`src/rtl/graph_sequencer_if.sv`:
```
// Purpose: bundles the update stream, adjacency write port, engine handshakes
//          and pass status of graph_sequencer into one interface.
// Signals:
//   upd_valid/upd_ready/upd_src/upd_dst/upd_e  edge update stream (valid/ready)
//   run_req                                    request a detection pass (pulse)
//   adj_we/adj_row/adj_col/adj_data            adjacency matrix write port
//   stage_reset/stage_done                     one-hot engine start / engine done level
//   active_stage                               engine owning the matrix read ports, 7 = none
//   busy/pass_done/timeout/pass_count          pass status
// Modports: slave = the sequencer, master = the surrounding environment.
interface graph_sequencer_if #(
  parameter int unsigned PRED_W     = 8,
  parameter int unsigned WEIGHT_W   = 32,
  parameter int unsigned NUM_STAGES = 3
);
  logic                  upd_valid;
  logic                  upd_ready;
  logic [PRED_W-1:0]     upd_src;
  logic [PRED_W-1:0]     upd_dst;
  logic [WEIGHT_W-1:0]   upd_e;
  logic                  run_req;
  logic                  adj_we;
  logic [PRED_W-1:0]     adj_row;
  logic [PRED_W-1:0]     adj_col;
  logic [WEIGHT_W-1:0]   adj_data;
  logic [NUM_STAGES-1:0] stage_reset;
  logic [NUM_STAGES-1:0] stage_done;
  logic [2:0]            active_stage;
  logic                  busy;
  logic                  pass_done;
  logic                  timeout;
  logic [15:0]           pass_count;

  modport slave (
    input  upd_valid, upd_src, upd_dst, upd_e, run_req, stage_done,
    output upd_ready, adj_we, adj_row, adj_col, adj_data, stage_reset,
           active_stage, busy, pass_done, timeout, pass_count
  );

  modport master (
    output upd_valid, upd_src, upd_dst, upd_e, run_req, stage_done,
    input  upd_ready, adj_we, adj_row, adj_col, adj_data, stage_reset,
           active_stage, busy, pass_done, timeout, pass_count
  );
endinterface

```
`src/rtl/graph_sequencer.sv`:
```
// Purpose: pass sequencer for the arbitrage graph engine. Buffers edge updates
//          in a FIFO and writes each into the adjacency matrix (forward edge plus
//          optional reverse edge), then on request runs NUM_STAGES detection
//          engines in turn with a per-stage watchdog.
// Ports:
//   clk        system clock
//   seq_reset  synchronous active-high reset
//   bus        graph_sequencer_if.slave (update stream, adjacency write port,
//              engine start/done handshakes, pass status)
module graph_sequencer #(
  parameter int unsigned PRED_W      = 8,
  parameter int unsigned WEIGHT_W    = 32,
  parameter int unsigned FIFO_DEPTH  = 8,
  parameter int unsigned NUM_STAGES  = 3,
  parameter int unsigned REV_MODE    = 1,
  parameter int unsigned TIMEOUT_CYC = 65535
) (
  input logic clk,
  input logic seq_reset,
  graph_sequencer_if.slave bus
);
  localparam int unsigned PTR_W = $clog2(FIFO_DEPTH);
  localparam int unsigned ENT_W = 2 * PRED_W + WEIGHT_W;
  localparam int unsigned WD_W  = $clog2(TIMEOUT_CYC + 1);

  typedef enum logic [2:0] {
    S_IDLE, S_WR_FOR, S_WR_REV, S_LAUNCH, S_GAP, S_WAIT, S_DONE
  } state_t;

  // ---------------- update FIFO ----------------
  logic [ENT_W-1:0]    mem_q [FIFO_DEPTH];
  logic [PTR_W-1:0]    wr_ptr_q, rd_ptr_q;
  logic [PTR_W:0]      count_q;
  logic                push, pop, full, empty;
  logic [PRED_W-1:0]   head_src, head_dst;
  logic [WEIGHT_W-1:0] head_e;

  assign full          = (count_q == (PTR_W+1)'(FIFO_DEPTH));
  assign empty         = (count_q == '0);
  assign bus.upd_ready = !full && !seq_reset;
  assign push          = bus.upd_valid && bus.upd_ready;
  assign {head_src, head_dst, head_e} = mem_q[rd_ptr_q];

  always_ff @(posedge clk) begin
    if (push) mem_q[wr_ptr_q] <= {bus.upd_src, bus.upd_dst, bus.upd_e};
  end

  always_ff @(posedge clk) begin
    if (seq_reset) begin
      wr_ptr_q <= '0;
      rd_ptr_q <= '0;
      count_q  <= '0;
    end else begin
      if (push) wr_ptr_q <= wr_ptr_q + PTR_W'(1);
      if (pop)  rd_ptr_q <= rd_ptr_q + PTR_W'(1);
      case ({push, pop})
        2'b10:   count_q <= count_q + (PTR_W+1)'(1);
        2'b01:   count_q <= count_q - (PTR_W+1)'(1);
        default: count_q <= count_q;
      endcase
    end
  end

  // ---------------- pass sequencer ----------------
  state_t            state_q, state_d;
  logic [1:0]        k_q, k_d;
  logic [WD_W-1:0]   wd_q, wd_d;
  logic              run_pending_q, clr_pending, timeout_set;
  logic              timeout_q;
  logic [15:0]       pass_count_q;

  logic                  adj_we;
  logic [PRED_W-1:0]     adj_row, adj_col;
  logic [WEIGHT_W-1:0]   adj_data;
  logic [NUM_STAGES-1:0] stage_reset;
  logic                  pass_done;

  always_comb begin
    state_d     = state_q;
    k_d         = k_q;
    wd_d        = wd_q;
    pop         = 1'b0;
    clr_pending = 1'b0;
    timeout_set = 1'b0;
    adj_we      = 1'b0;
    adj_row     = '0;
    adj_col     = '0;
    adj_data    = '0;
    stage_reset = '0;
    pass_done   = 1'b0;
    case (state_q)
      S_IDLE: begin
        if (!empty) begin
          state_d = S_WR_FOR;
        end else if (run_pending_q) begin
          k_d         = '0;
          clr_pending = 1'b1;
          state_d     = S_LAUNCH;
        end
      end
      S_WR_FOR: begin
        adj_we   = 1'b1;
        adj_row  = head_src;
        adj_col  = head_dst;
        adj_data = head_e;
        if (REV_MODE == 0) begin
          pop     = 1'b1;
          state_d = S_IDLE;
        end else begin
          state_d = S_WR_REV;
        end
      end
      S_WR_REV: begin
        adj_we   = 1'b1;
        adj_row  = head_dst;
        adj_col  = head_src;
        adj_data = (REV_MODE == 2) ? ('0 - head_e) : '0;
        pop      = 1'b1;
        state_d  = S_IDLE;
      end
      S_LAUNCH: begin
        stage_reset = NUM_STAGES'(1) << k_q;
        wd_d        = '0;
        state_d     = S_GAP;
      end
      S_GAP: state_d = S_WAIT;
      S_WAIT: begin
        // wd_d counts this WAIT cycle, so the abort lands on WAIT cycle TIMEOUT_CYC
        wd_d = wd_q + WD_W'(1);
        if (bus.stage_done[k_q]) begin
          if (k_q == 2'(NUM_STAGES - 1)) begin
            state_d = S_DONE;
          end else begin
            k_d     = k_q + 2'd1;
            state_d = S_LAUNCH;
          end
        end else if (wd_d == WD_W'(TIMEOUT_CYC)) begin
          timeout_set = 1'b1;
          state_d     = S_DONE;
        end
      end
      S_DONE: begin
        pass_done = 1'b1;
        state_d   = S_IDLE;
      end
      default: state_d = S_IDLE;
    endcase
  end

  always_ff @(posedge clk) begin
    if (seq_reset) begin
      state_q       <= S_IDLE;
      k_q           <= '0;
      wd_q          <= '0;
      run_pending_q <= 1'b0;
      timeout_q     <= 1'b0;
      pass_count_q  <= '0;
    end else begin
      state_q <= state_d;
      k_q     <= k_d;
      wd_q    <= wd_d;
      // a request arriving on the consume cycle still queues a further pass
      if (bus.run_req)      run_pending_q <= 1'b1;
      else if (clr_pending) run_pending_q <= 1'b0;
      if (timeout_set) timeout_q <= 1'b1;
      if (pass_done)   pass_count_q <= pass_count_q + 16'd1;
    end
  end

  assign bus.adj_we       = adj_we;
  assign bus.adj_row      = adj_row;
  assign bus.adj_col      = adj_col;
  assign bus.adj_data     = adj_data;
  assign bus.stage_reset  = stage_reset;
  assign bus.pass_done    = pass_done;
  assign bus.busy         = (state_q != S_IDLE);
  assign bus.active_stage = (state_q == S_LAUNCH || state_q == S_GAP || state_q == S_WAIT)
                            ? {1'b0, k_q} : 3'd7;
  assign bus.timeout      = timeout_q;
  assign bus.pass_count   = pass_count_q;
endmodule

```
`src/flat_wrapper.sv`:
```
// flat-port wrapper written by rule: the top's interface ports become plain ports
module graph_sequencer_flat 
#(
  parameter int unsigned PRED_W      = 8,
  parameter int unsigned WEIGHT_W    = 32,
  parameter int unsigned FIFO_DEPTH  = 8,
  parameter int unsigned NUM_STAGES  = 3,
  parameter int unsigned REV_MODE    = 1,
  parameter int unsigned TIMEOUT_CYC = 65535
)
  (clk, seq_reset, bus_upd_valid, bus_upd_src, bus_upd_dst, bus_upd_e, bus_run_req, bus_stage_done, bus_upd_ready, bus_adj_we, bus_adj_row, bus_adj_col, bus_adj_data, bus_stage_reset, bus_active_stage, bus_busy, bus_pass_done, bus_timeout, bus_pass_count);
  graph_sequencer_if #(.PRED_W(PRED_W), .WEIGHT_W(WEIGHT_W), .NUM_STAGES(NUM_STAGES)) bus_i ();
  input logic clk;
  input logic seq_reset;
  input wire logic [$bits(bus_i.upd_valid)-1:0] bus_upd_valid;
  input wire logic [$bits(bus_i.upd_src)-1:0] bus_upd_src;
  input wire logic [$bits(bus_i.upd_dst)-1:0] bus_upd_dst;
  input wire logic [$bits(bus_i.upd_e)-1:0] bus_upd_e;
  input wire logic [$bits(bus_i.run_req)-1:0] bus_run_req;
  input wire logic [$bits(bus_i.stage_done)-1:0] bus_stage_done;
  output wire logic [$bits(bus_i.upd_ready)-1:0] bus_upd_ready;
  output wire logic [$bits(bus_i.adj_we)-1:0] bus_adj_we;
  output wire logic [$bits(bus_i.adj_row)-1:0] bus_adj_row;
  output wire logic [$bits(bus_i.adj_col)-1:0] bus_adj_col;
  output wire logic [$bits(bus_i.adj_data)-1:0] bus_adj_data;
  output wire logic [$bits(bus_i.stage_reset)-1:0] bus_stage_reset;
  output wire logic [$bits(bus_i.active_stage)-1:0] bus_active_stage;
  output wire logic [$bits(bus_i.busy)-1:0] bus_busy;
  output wire logic [$bits(bus_i.pass_done)-1:0] bus_pass_done;
  output wire logic [$bits(bus_i.timeout)-1:0] bus_timeout;
  output wire logic [$bits(bus_i.pass_count)-1:0] bus_pass_count;
  assign bus_i.upd_valid = bus_upd_valid;
  assign bus_i.upd_src = bus_upd_src;
  assign bus_i.upd_dst = bus_upd_dst;
  assign bus_i.upd_e = bus_upd_e;
  assign bus_i.run_req = bus_run_req;
  assign bus_i.stage_done = bus_stage_done;
  assign bus_upd_ready = bus_i.upd_ready;
  assign bus_adj_we = bus_i.adj_we;
  assign bus_adj_row = bus_i.adj_row;
  assign bus_adj_col = bus_i.adj_col;
  assign bus_adj_data = bus_i.adj_data;
  assign bus_stage_reset = bus_i.stage_reset;
  assign bus_active_stage = bus_i.active_stage;
  assign bus_busy = bus_i.busy;
  assign bus_pass_done = bus_i.pass_done;
  assign bus_timeout = bus_i.timeout;
  assign bus_pass_count = bus_i.pass_count;
  graph_sequencer #(.PRED_W(PRED_W), .WEIGHT_W(WEIGHT_W), .FIFO_DEPTH(FIFO_DEPTH), .NUM_STAGES(NUM_STAGES), .REV_MODE(REV_MODE), .TIMEOUT_CYC(TIMEOUT_CYC)) u_core (.clk(clk), .seq_reset(seq_reset), .bus(bus_i));
endmodule
```
`config.mk`:
```
export PLATFORM = sky130hd
export DESIGN_NAME = graph_sequencer_flat
export DESIGN_NICKNAME = d
export VERILOG_FILES = /design/src/rtl/graph_sequencer_if.sv /design/src/rtl/graph_sequencer.sv /design/src/flat_wrapper.sv
export SDC_FILE = /design/constraint.sdc
export NUM_CORES = 1
export LEC_CHECK = 0
export ABC_AREA = 1
export CAP_MARGIN = 20
export CORE_ASPECT_RATIO = 1.5
export CORE_UTILIZATION = 55
export DETAILED_ROUTE_END_ITERATION = 16
export MAX_ROUTING_LAYER = met4
export PLACE_DENSITY = 0.86
export RECOVER_POWER = 25
export SETUP_SLACK_MARGIN = 0.15
export SLEW_MARGIN = 25
export SYNTH_ARGS = -nofsm -noshare
export SYNTH_HDL_FRONTEND = slang
export SYNTH_SLANG_ARGS = --single-unit
```
`constraint.sdc`:
```
create_clock -name clk -period 9.99 [get_ports clk]
set_clock_uncertainty 0.1 [all_clocks]
set_input_delay 1.998 -clock clk [delete_from_list [all_inputs] [get_ports clk]]
set_output_delay 1.998 -clock clk [all_outputs]
set_load 0.1 [all_outputs]
```
==> out/qor.yml <==
hp-start: "u_core.bus.timeout"
tns_ns: 0
synthesis.nets: 1560
async_flop_share_pct: 0
r2r_cells: 7
synthAdderAreaFrac_pct: 0.894
path_clk_slew_ns: 0.06
synth_top_family_by_area: "compound AO/OA/AOI/OAI gates"
antenna_found_initial: 4
die_w_um: 148
synth.distinct_cells: 38
postSynthAreaPerCell_um2: 11.8
leakagePower_nw: 6.70
rsz0062_at_grt: "false"
final_util_pct: 64.8
area_growth_pct: 16.5
cts_tree: "done"
vias: 12161
core-area_mm2: 0.0317
synth_top_area_share_pct: 65.4
fmax_mhz: 144
cap_violations: 0
hold_viol_final: 0
viasPerCell: 5.96
drive_gt1_share_pct: 6.58
cts_setup_buffers: 0
yosys.cell_count.top_type: "edfxtp_1"
grt_max_degree: 112
yosysSeqAreaShare_pct: 71.3
ant_nets: 0
whs_ns: 0.359
hold_buffers: 0
cts_resized: 0
hpwl_um: 21400
grt_pass1_vias: 12068
cts_buffers: 39
synth_flop_cell: "edfxtp_1"
htree_levels: 2
rr_endpoint: "u_core.mem_q[2][30]"
cp-end-kind: "primary output"
drtIter0Drc: 1071
clock_path_buffers: 3
dr_wl_met2_um: 21100
synth_simple_gate_area_share_pct: 11.3
synth_common_cells: "edfxtp_1, nor2_1, o21ai_0"
io_pins: 130
grt.overflow.total: 0
rrSetupSlack_ns: 7.36
grt_pass1_wl_um: 61000
firstDrtPassIters: 7
cts_root_buf: "clkbuf_16"
initial_core_util_pct: 55.6
cts_sinks: 436
crit_type: "flip-flop to primary output"
muxShareOfSynthArea_pct: 0
period_minus_slack_ns: 6.92
slew_headroom_pct: 33.1
wl_per_cell_um: 19.3
r2r-start: "u_core.count_q[1]"
ys_warn_count: 0
insertion_delay_ns: 0.54
startpoint_type: "flip-flop"
hp-class: "flip-flop to flip-flop"
setup_viol: 0
yosysTopAreaCell: "edfxtp_1"
wl_met1_um: 14800
port_buffers: 129
syn-instance-count: 1493
num_rows: 80
finalMaxSlewViolations: 0
layout.nets: 1663
period_share_pct: 69.3
routed_wl_um: 39400
synth_area_mm2: 0.0176
yosys_register_bits: 436
fp.dieArea_mm2: 0.0328
drc: 0
status: "complete, no violations"
synth_compound_area_share_pct: 12.9
tightest_slew_ns: 1.00
finalInstanceArea_mm2: 0.0205
worstPathMaxFanout: 100
synth_edf_count: 384
top_layer_used: "met4"
dr_wl_met3_um: 2510
place_congestion: 0.906
hold_depth: 2
finalNonFillerCells: 2039
placedCellCount: 1965
cp_data_required_time_ns: 7.89
synth_xor_area_share_pct: 0.298
placed_area_mm2: 0.0193
synth.area.top_cells: "edfxtp_1, o21ai_0, nor2_1"
die_h_um: 221
arrival_ns: 4.83
ir_worst_vdd_mv: 0.206
grt_usage_pct: 24.9
cellPowerDensity_mw_per_mm2: 253
hold-path-endpoint: "u_core.bus.timeout"
-- metal layers --
metal / vias to the layer above / global-route usage [%]
met3: 74 / 3.73
met1: 5944 / 28.1
met2: 527 / 43.4
met5: - / -
met4: 0 / 10.9
li1: 5616 / -
-- how the worst max path moves through the flow --
| stage | start | slack [ns] | endpoint | depth (start not counted) |
|---|---|---|---|---|
| 2_1_floorplan | seq_reset | 3.03 | u_core.mem_q[0][0] | 6 |
| 3_3_place_gp | flip-flop | 3.74 | bus_adj_data[2] | 7 |
| 3_5_place_dp | flip-flop | 3.71 | bus_adj_data[2] | 7 |
| 4_1_cts | flip-flop | 3.12 | bus_adj_data[2] | 7 |
| 5_1_grt | flip-flop | 2.82 | bus_adj_data[30] | 7 |
| 6_report | flip-flop | 3.07 | bus_adj_data[25] | 7 |
-- logic make-up after synthesis --
group	after synthesis
compound gates	416
fa+ha+maj	12
xor+xnor	6
simple gates	476
buf+inv	147
flops	436
-- stage by stage --
step / setup slack, ns / total power [mW]
floorplan: 3.03 / 3.37
global placement: 3.74 / 3.73
detailed placement: 3.71 / 3.78
CTS: 3.12 / 5.22
global route: 2.82 / 5.40
finish: 3.07 / 5.20
-- layout make-up --
class | count | area, um^2
multi-input combinational | 910 | 4550
antenna | 4 | 10.0
tap | 410 | 513
clock inverter | 19 | 143
sequential | 436 | 12600
inverter | 64 | 243
timing repair buffer | 145 | 1420
fill | 2190 | 11200
clock buffer | 51 | 1100
-- flip-flops by register name, indices dropped and copies added, names as in the netlist, named ones only --
signal / cells
u_core.state_q: 3
u_core.wd_q: 16
u_core.wr_ptr_q: 3
u_core.rd_ptr_q: 3
u_core.k_q: 2
u_core.count_q: 4
u_core.mem_q: 384
u_core.run_pending_q: 1
u_core.bus.timeout: 1
u_core.bus.pass_count: 16
-- critical path: stages, from the launching register on --
cell and delay [ns]:
dfxtp_4 0.59, inv_4 0.75, buf_4 0.81, o21ai_0 0.26
o22ai_1 0.20, o21ai_0 0.12, a31oi_1 0.21, clkdlybuf4s50_1 1.17
-- layout by cell type (no fill, tap or decap), drive strengths merged, types with 3 or more instances in the layout --
master and n:
o22ai 65, inv 64, o221ai 16, nand2 102, buf 16, nand4 9
nand3 29, edfxtp 384, a31oi 34, clkbuf 51, clkdlybuf4s50 99, xor2 4
dlygate4sd3 30, ha 11, nor2 315, dfxtp 52, nor3 15, o21ai 254
diode 4, o21bai 3, clkinv 17, a21oi 40
-- where the power goes --
| part | switching, mW | internal, mW | leakage [nW] |
|---|---|---|---|
| Sequential | 0.0816 | 2.03 | 3.89 |
| Clock | 0.634 | 0.809 | 0.616 |
| Combinational | 1.25 | 0.395 | 2.19 |
Note: power is estimated with default switching activity, not from simulation.
